$ cat config.mk
export PLATFORM = sky130hd
export DESIGN_NAME = layer_sequencer
export DESIGN_NICKNAME = d
export VERILOG_FILES = /design/src/rtl/layer_sequencer.sv
export SDC_FILE = /design/constraint.sdc
export NUM_CORES = 1
export LEC_CHECK = 0
export CORE_ASPECT_RATIO = 0.75
export CORE_MARGIN = 8
export CORE_UTILIZATION = 30
export DETAILED_ROUTE_END_ITERATION = 16
export PLACE_DENSITY = 0.52
export SLEW_MARGIN = 25
export SYNTH_ARGS = -nofsm -noshare
export SYNTH_HDL_FRONTEND = slang
export SYNTH_SLANG_ARGS = --single-unit
$ cat constraint.sdc
create_clock -name clk -period 2 [get_ports clk]
set_clock_uncertainty 0.05 [all_clocks]
set_input_delay 0.3 -clock clk [delete_from_list [all_inputs] [get_ports clk]]
set_output_delay 0.3 -clock clk [all_outputs]
set_load 0.03 [all_outputs]
$ cat src/rtl/layer_sequencer.sv
// Time-multiplexed dense-layer sequencer: streams (input, weight) operand pairs per output
// neuron into one shared pipelined MAC datapath and writes the returned results in order.
module layer_sequencer #(
    parameter int IN_N    = 15,
    parameter int OUT_N   = 15,
    parameter int TIMEOUT = 64,
    localparam int IW = (IN_N > 1) ? $clog2(IN_N) : 1,
    localparam int WW = (IN_N * OUT_N > 1) ? $clog2(IN_N * OUT_N) : 1,
    localparam int OW = (OUT_N > 1) ? $clog2(OUT_N) : 1,
    localparam int RW = $clog2(OUT_N + 1),
    localparam int TW = $clog2(TIMEOUT + 1)
) (
    input  logic          clk,
    input  logic          rst_n,
    input  logic          start,
    output logic          busy,
    output logic          done,
    output logic          err,
    input  logic          stall,
    output logic          op_valid,
    output logic          op_first,
    output logic          op_last,
    output logic [IW-1:0] in_addr,
    output logic [WW-1:0] w_addr,
    output logic [OW-1:0] b_addr,
    input  logic          res_valid,
    input  logic [15:0]   res_data,
    output logic          out_we,
    output logic [OW-1:0] out_addr,
    output logic [15:0]   out_data,
    output logic [1:0]    dbg_state
);

    typedef enum logic [1:0] {
        S_IDLE  = 2'd0,
        S_ISSUE = 2'd1,
        S_DRAIN = 2'd2,
        S_DONE  = 2'd3
    } state_t;

    state_t        state_q, state_d;
    logic [IW-1:0] j_q, j_d;
    logic [OW-1:0] o_q, o_d;
    logic [WW-1:0] w_q, w_d;
    logic [RW-1:0] rcnt_q, rcnt_d;
    logic [TW-1:0] idle_q, idle_d;
    logic          err_q, err_d;
    logic          we_q, we_d;
    logic [OW-1:0] oaddr_q, oaddr_d;
    logic [15:0]   odata_q, odata_d;

    logic issue, last_j, last_o, all_rcvd, accept, stray;

    // Handshake: an operand pair transfers in any cycle op_valid=1 (op_valid is already
    // gated by stall); a result transfers in any cycle res_valid=1, there is no backpressure.
    assign issue    = (state_q == S_ISSUE) && !stall;
    assign last_j   = (j_q == IW'(IN_N - 1));
    assign last_o   = (o_q == OW'(OUT_N - 1));
    assign all_rcvd = (rcnt_q == RW'(OUT_N));
    assign accept   = res_valid && !all_rcvd &&
                      ((state_q == S_ISSUE) || (state_q == S_DRAIN));
    assign stray    = res_valid && !accept;

    always_comb begin
        state_d = state_q;
        j_d     = j_q;
        o_d     = o_q;
        w_d     = w_q;
        rcnt_d  = rcnt_q;
        idle_d  = idle_q;
        err_d   = err_q;
        we_d    = 1'b0;
        oaddr_d = oaddr_q;
        odata_d = odata_q;

        case (state_q)
            S_IDLE: begin
                if (start) begin
                    state_d = S_ISSUE;
                    j_d     = '0;
                    o_d     = '0;
                    w_d     = '0;
                    rcnt_d  = '0;
                    idle_d  = '0;
                    err_d   = 1'b0;
                end
            end
            S_ISSUE: begin
                if (issue) begin
                    w_d = w_q + WW'(1);
                    if (last_j) begin
                        j_d = '0;
                        if (last_o) state_d = S_DRAIN;
                        else        o_d     = o_q + OW'(1);
                    end else begin
                        j_d = j_q + IW'(1);
                    end
                end
            end
            S_DRAIN: begin
                if (all_rcvd) begin
                    state_d = S_DONE;
                end else if (res_valid) begin
                    idle_d = '0;
                end else begin
                    idle_d = idle_q + TW'(1);
                    // Missing results are abandoned; the layer ends with err raised.
                    if (idle_q == TW'(TIMEOUT - 1)) begin
                        state_d = S_DONE;
                        err_d   = 1'b1;
                    end
                end
            end
            S_DONE: begin
                state_d = S_IDLE;
            end
            default: begin
                state_d = S_IDLE;
            end
        endcase

        if (accept) begin
            we_d    = 1'b1;
            oaddr_d = OW'(rcnt_q);
            odata_d = res_data;
            rcnt_d  = rcnt_q + RW'(1);
        end
        if (stray) err_d = 1'b1;
    end

    always_ff @(posedge clk or negedge rst_n) begin
        if (!rst_n) begin
            state_q <= S_IDLE;
            j_q     <= '0;
            o_q     <= '0;
            w_q     <= '0;
            rcnt_q  <= '0;
            idle_q  <= '0;
            err_q   <= 1'b0;
            we_q    <= 1'b0;
            oaddr_q <= '0;
            odata_q <= '0;
        end else begin
            state_q <= state_d;
            j_q     <= j_d;
            o_q     <= o_d;
            w_q     <= w_d;
            rcnt_q  <= rcnt_d;
            idle_q  <= idle_d;
            err_q   <= err_d;
            we_q    <= we_d;
            oaddr_q <= oaddr_d;
            odata_q <= odata_d;
        end
    end

    assign op_valid  = issue;
    assign op_first  = issue && (j_q == '0);
    assign op_last   = issue && last_j;
    assign in_addr   = j_q;
    assign w_addr    = w_q;
    assign b_addr    = o_q;
    assign busy      = (state_q == S_ISSUE) || (state_q == S_DRAIN);
    assign done      = (state_q == S_DONE);
    assign err       = err_q;
    assign out_we    = we_q;
    assign out_addr  = oaddr_q;
    assign out_data  = odata_q;
    assign dbg_state = state_q;

endmodule
==> impl_results.md, run 1 <==
- Cells after DPL: 460
- CP Launch Type: flop
- Syn Inst Count: 279
- Root Buffer: clkbuf_16
- First-pass GRT wire length: 11.3 mm
- R2r startpoint: dbg_state[0]
- HP Class: reg -> reg
- Peak supply drop: 0.504 mV
- Remaining DRCs: 0
- CP Buf/Inv Count: 1
- Least-Margin Pin Slew: roughly 480 ps
- Cell Pwr Density: 1030 nW/um^2
- Synth unique cells: 46
- Cts bufs inserted: 5
- Layout filler cell count: ~850
- Critical path's slowest cell: dfrtp_2
- Cell Area, Synth: 2590 sq um
- Post-Route WL: 6.64 mm
- Site Rows: 29
- Worst Path Max Fanout: 6
- Critical path type: reg -> reg
- Synth top cells by count: 73 x nand2_1, 51 x dfrtp_1, 18 x o21ai_0
- Unrepaired setup endpoints after global routing: false
- Drt wl/cell: 14.2 microns
- Top cell type's share of synthesized area: 0.492
- Required time of the worst setup path: roughly 2200 ps
- Overall Power: 3750 uW
- CP startpoint: dbg_state[0]
- Layout cell share with drive strength beyond 1: 0.136
- Vias after detailed routing: 2192
- Initial antenna violation count: 0
- Die H: 96.5 microns
- Avg Inst Size Synth: 9.29 sq um
- Crit path time final: 1880 ps
- Crit. End Element: flop
- Antenna Nets Post-Route: 0
- Footprint of the multi-input gates: 1250 sq um
- Post-route insts no fill: 469
- Count leader, synth: nand2_1
- Die Span X: 123 microns
- WHS: around 430 ps
- Final setup violating endpoints: 0
- Die area: ~12000 sq um
- Clock Sinks: between 50 and 60
- Register Area: around 1300 sq um
- Fraction of registers with async set/reset: 1.00
- Gr usage total: 0.119
- Leading area contributor after synthesis: dfrtp_1
- Initial drt markers: between 70 and 80
- TritonCTS clock tree: done
- Pleak: 0.00165 uW
- Post-synthesis sequential area ratio: 0.492
- Clock insertion delay at the later pin of the skew report: 280 ps
- Fmax: 0.532 GHz
- Initial Utilization: 0.308
- Final setup margin: 119 ps
- Synth warnings: 0
- Status: finished, final reports clean
- Worst path max stage delay: 410 ps
- Number of synthesized flops with an enable pin: 0
- CP top delay family: compound AO/OA/AOI/OAI gates
- Final Max Slew Viols: 0
- Tcrit/Tclk final: 0.940
- Setup slack at placement: -12.9 ps
- Crit path DAT: 2030 ps
- Post-synth net total: about 310
- Vias in the first global route: 2216
- Prevailing post-synth register cell: dfrtp_1
- Worst slew margin: 0.676
- DR vias/cell: 4.67
- Clk buf depth: 2
- H-Tree Depth: 2
- Synthesis-stage register bit count: 51
- Hold_sp: out_addr[0]
- Largest net degree at the start of global routing: 22
- Synth area leaders: dfrtp_1 49%, nand2_1 11%, ha_1 5.8%, o21ai_0 3.5%, nand3_1 2.7%
- IO Port Bufs: 65
- Worst-path clk slew: around 70 ps
- Crit-path cells: inv_1, ha_2, nor2b_4, a211o_4, or2_1, o31ai_2
- Detailed Place HPWL: 5.01 mm
- I/O Pins: 66
- CORE AREA: 8420 sq um
- Area growth syn-to-layout: 40.2%
- GPL Wtd Cong: 0.785
- Global route overflow: 0
- DR pass1 iterations: 4
- Fin nets: 393
- Final Hold Fails: 0
- Antenna Cells: 0
- Max cap viols: 0
## final timing paths
check | slack (ps) | cells after the start | to
max | 120 | 6 | idle_q[4]
min | 430 | 2 | out_addr[0]
max reg2reg | 120 | 6 | idle_q[4]
min reg2reg | 430 | 2 | out_addr[0]
max in group asynchronous | 790 | 3 | out_data[14]
min in group asynchronous | 460 | 2 | in_addr[1]
## cells by family after synthesis
family | share of synthesized area
multiplexers | 0.0212
XOR/XNOR | 0.0304
AND/OR/NAND/NOR | 0.242
adder cells (fa/ha/maj) | 0.0579
AO/OA/AOI/OAI | 0.121
flip-flops | 0.492
buffers and inverters | 0.0352
## layout by cell type (no fill, tap or decap), drive strengths merged, types with 3 or more instances in the layout
cell type,n
nand2,73
clkdlybuf4s50,60
dfrtp,51
buf,21
o21ai,18
nor2,16
nand3,14
ha,12
inv,11
nor3,7
xnor2,7
clkbuf,7
and3,6
nand2b,5
a21oi,5
mux2,4
and2,3
nand4,3
nor4,3
nor4b,3
o31ai,3
## tightest hold or removal path: stages, from the launching register on
cell	delay [ps]
dfrtp_1	340
nand2_1	50
nand2_1	50
## through the flow
step	TNS [ps]	utilization	instance area [sq um]
6_report	0	0.432	3630
2_1_floorplan	0	-	2600
3_3_place_gp	0	0.410	3450
3_5_place_dp	-12.9	0.410	3450
4_1_cts	0	0.430	3620
5_1_grt	0	0.432	3630
## cell type report
type | instances | share of cell area
clock inverters | 2 | 0.00448
inverters | 11 | 0.0114
multi-input cells | 208 | 0.345
flip-flops and latches | 51 | 0.352
repair buffers | 83 | 0.212
well taps | 108 | 0.0372
clock buffers | 6 | 0.0382
## routing by layer
metal / vias to the layer above / GRT usage / part of all wire
li1: 1119 / - / -
met1: 1010 / 0.173 / 0.51
met2: 61 / 0.167 / 0.41
met3: 2 / 0.0314 / 0.075
met4: 0 / 0.0360 / 0.0071
met5: - / 0 / 0
## registers in the layout, summed over array words and instances (netlist names)
register	flops
b_addr	4
dbg_state	2
err	1
idle_q	7
in_addr	4
out_addr	4
out_data	16
out_we	1
rcnt_q	4
w_addr	8
## where the power goes
part	total (uW)	internal, uW	switching, uW
Sequential	1500	1240	259
Combinational	1360	617	746
Clock	886	501	385
## timing repair
| action | CTS | global route |
|---|---|---|
| buffers inserted | 0 | 0 |
| hold buffers | 1 | 0 |
| gates resized for setup | 2 | 6 |
| setup endpoints to repair | 2 | 12 |
| endpoints found under the hold margin | 17 | 0 |
Power figures use the tool's default switching activity.
==> run 2: changes to the inputs <==
--- a/config.mk
+++ b/config.mk
@@ -8,6 +8,7 @@
 export CORE_ASPECT_RATIO = 0.75
 export CORE_MARGIN = 8
 export CORE_UTILIZATION = 30
+export CTS_BUF_LIST = sky130_fd_sc_hd__clkbuf_8
 export DETAILED_ROUTE_END_ITERATION = 16
 export PLACE_DENSITY = 0.52
 export SLEW_MARGIN = 25
==> impl_results.md, run 2 (synthesis gave the netlist of run 1 again) <==
- Peak supply drop: 0.505 mV
- Detailed Place HPWL: 5.01 mm
- Commonest non-fill, non-tap cell in the layout: nand2_1
- Cell Pwr Density: 978 nW/um^2
- Met1 Wirelength: roughly 3.4 mm
- Worst Path Max Fanout: 4
- Root Buffer: clkbuf_8
- DR vias/cell: 4.65
- Post-Route WL: 6.60 mm
- P_int: 2140 uW
- Cts bufs inserted: 5
- Setup TNS: 0 ps
- Reg power frac: 0.428
- Required time of the worst setup path: between 1500 and 2000 ps
- Fmax: 0.527 GHz
- Vias after detailed routing: ~2200
- NetSw: 1360 uW
- Routed length on met2: 2.67 mm
- Status: finished, final reports clean
- First-pass GRT wire length: 11.3 mm
- R2R cell count: 6
- Post CTS Setup Buffer Count: 0
- Layout cell share with drive strength beyond 1: 0.139
- Overall Power: between 3000 and 4000 uW
- Drt wl/cell: around 14 microns
- TritonCTS clock tree: done
- Final setup violating endpoints: 0
- Crit path time final: 1900 ps
- RR Endpoint: idle_q[4]
- Antenna Nets Post-Route: 0
- Clock Sinks: between 50 and 60
- Remaining DRCs: 0
- Vias in the first global route: between 2000 and 2500
- Max FFs per register: 16
- Hold_sp: out_addr[0]
- Final Max Slew Viols: 0
- Area growth syn-to-layout: 38.3%
- Top sig layer: met4
- CP Launch Type: flop
- Fin util: 0.426
- Worst Setup EP: done
- Max cap viols: 0
- Setup slack, reg-to-reg: ~120 ps
- Worst slew margin: 0.676
- Die Span X: 123 microns
- Initial drt markers: 76
- Clock power frac: 0.182
- HP Class: reg -> reg
- Routed wl met3: approximately 520 microns
- Tcrit/Tclk final: 0.949
- H-Tree Depth: 2
- I/O Pins: between 60 and 70
- Critical path type: reg -> out
- Pleak: between 0.0015 and 0.002 uW
- Crit. End Element: output pin
- Most frequent cells in the layout: 73 x nand2_1, 60 x clkdlybuf4s50_1, 49 x dfrtp_1, 20 x buf_4, 18 x o21ai_0
- GPL Wtd Cong: 0.785
- DR pass1 iterations: 4
- Finished Cell Area: 3580 sq um
- Die H: 96.5 microns
- WHS: approximately 430 ps
- Post-Place Cell Area: 3450 sq um
- Final Hold Fails: 0
- Antenna Cells: 0
- Clk buf depth: 2
- Layout filler cell count: 860
- Worst-path clk slew: about 100 ps
- Clock insertion delay at the later pin of the skew report: 300 ps
- Initial antenna violation count: 0
- Least-Margin Pin Slew: 477 ps
- Crit path DAT: ~1600 ps
- Site Rows: 29
- Unrepaired setup endpoints after global routing: false
- Initial Utilization: 0.308
- Sw Ratio: 0.389
- CP startpoint: dbg_state[0]
- Die area: ~12000 sq um
- Global route overflow: 0
- Gr usage total: 0.118
- Largest net degree at the start of global routing: 22
- IO Port Bufs: 65
- Logic pwr share: 0.389
- R2r startpoint: dbg_state[0]
- Fin nets: 393
- CORE AREA: 8420 sq um
[run 2: cell count changes in the layout (fill, tap and decap cells not counted)]
cell,before,now
nand2b_1,5,4
nand2b_4,0,1
clkbuf_8,1,6
clkbuf_16,5,0
[run 2: what timing repair did]
action                                  in CTS  in global routing
pin swaps                                    0                  1
resized for setup                            3                  6
endpoints found under the setup margin       2                 14
hold buffers                                 1                  0
hold endpoints to repair                    17                  0
[run 2: worst min-delay path by stage]
| stage | to | cells past startpoint | slack, ps |
|---|---|---|---|
| after detailed placement | in_addr[1] | 1 | 240 |
| after global placement | in_addr[1] | 1 | 240 |
| after CTS | idle_q[2] | 2 | 430 |
| after global routing | idle_q[0] | 2 | 460 |
| final | out_addr[0] | 2 | 430 |
| after floorplan | b_addr[0] | 0 | -50 |
[run 2: power by group through the flow]
stage	logic (uW)	registers, uW	clock network [uW]
final	1370	1500	640
after detailed placement	1380	1520	0
after global routing	1490	1540	708
after floorplan	457	1830	0
after global placement	1370	1520	0
after CTS	1380	1500	669
[run 2: critical path, cell delays in order, from the launching register on]
cell             delay, ps
dfrtp_2                450
ha_1                   200
clkdlybuf4s50_1        590
[run 2: cell type report]
cell class              instances  area [sq um]  share of cell area
clock buffers                   6          82.6              0.0230
inverters                      11          41.3              0.0115
flip-flops and latches         51          1280               0.357
well taps                     108           135              0.0377
repair buffers                 83           771               0.215
multi-input cells             208          1260               0.351
clock inverters                 2          16.3             0.00454
[run 2: per-stage QoR]
step / std cells / setup slack (ps)
CTS: 469 / 26.0
global route: 469 / 1.39
global placement: 460 / 23.3
floorplan: 279 / 15.1
detailed placement: 460 / -12.9
finish: 469 / 102
[run 2: per-layer routing]
layer  up-vias  GRT usage
li1       1116          -
met1      1000      0.172
met2        61      0.168
met3         5     0.0314
met4         0     0.0330
met5         -          0
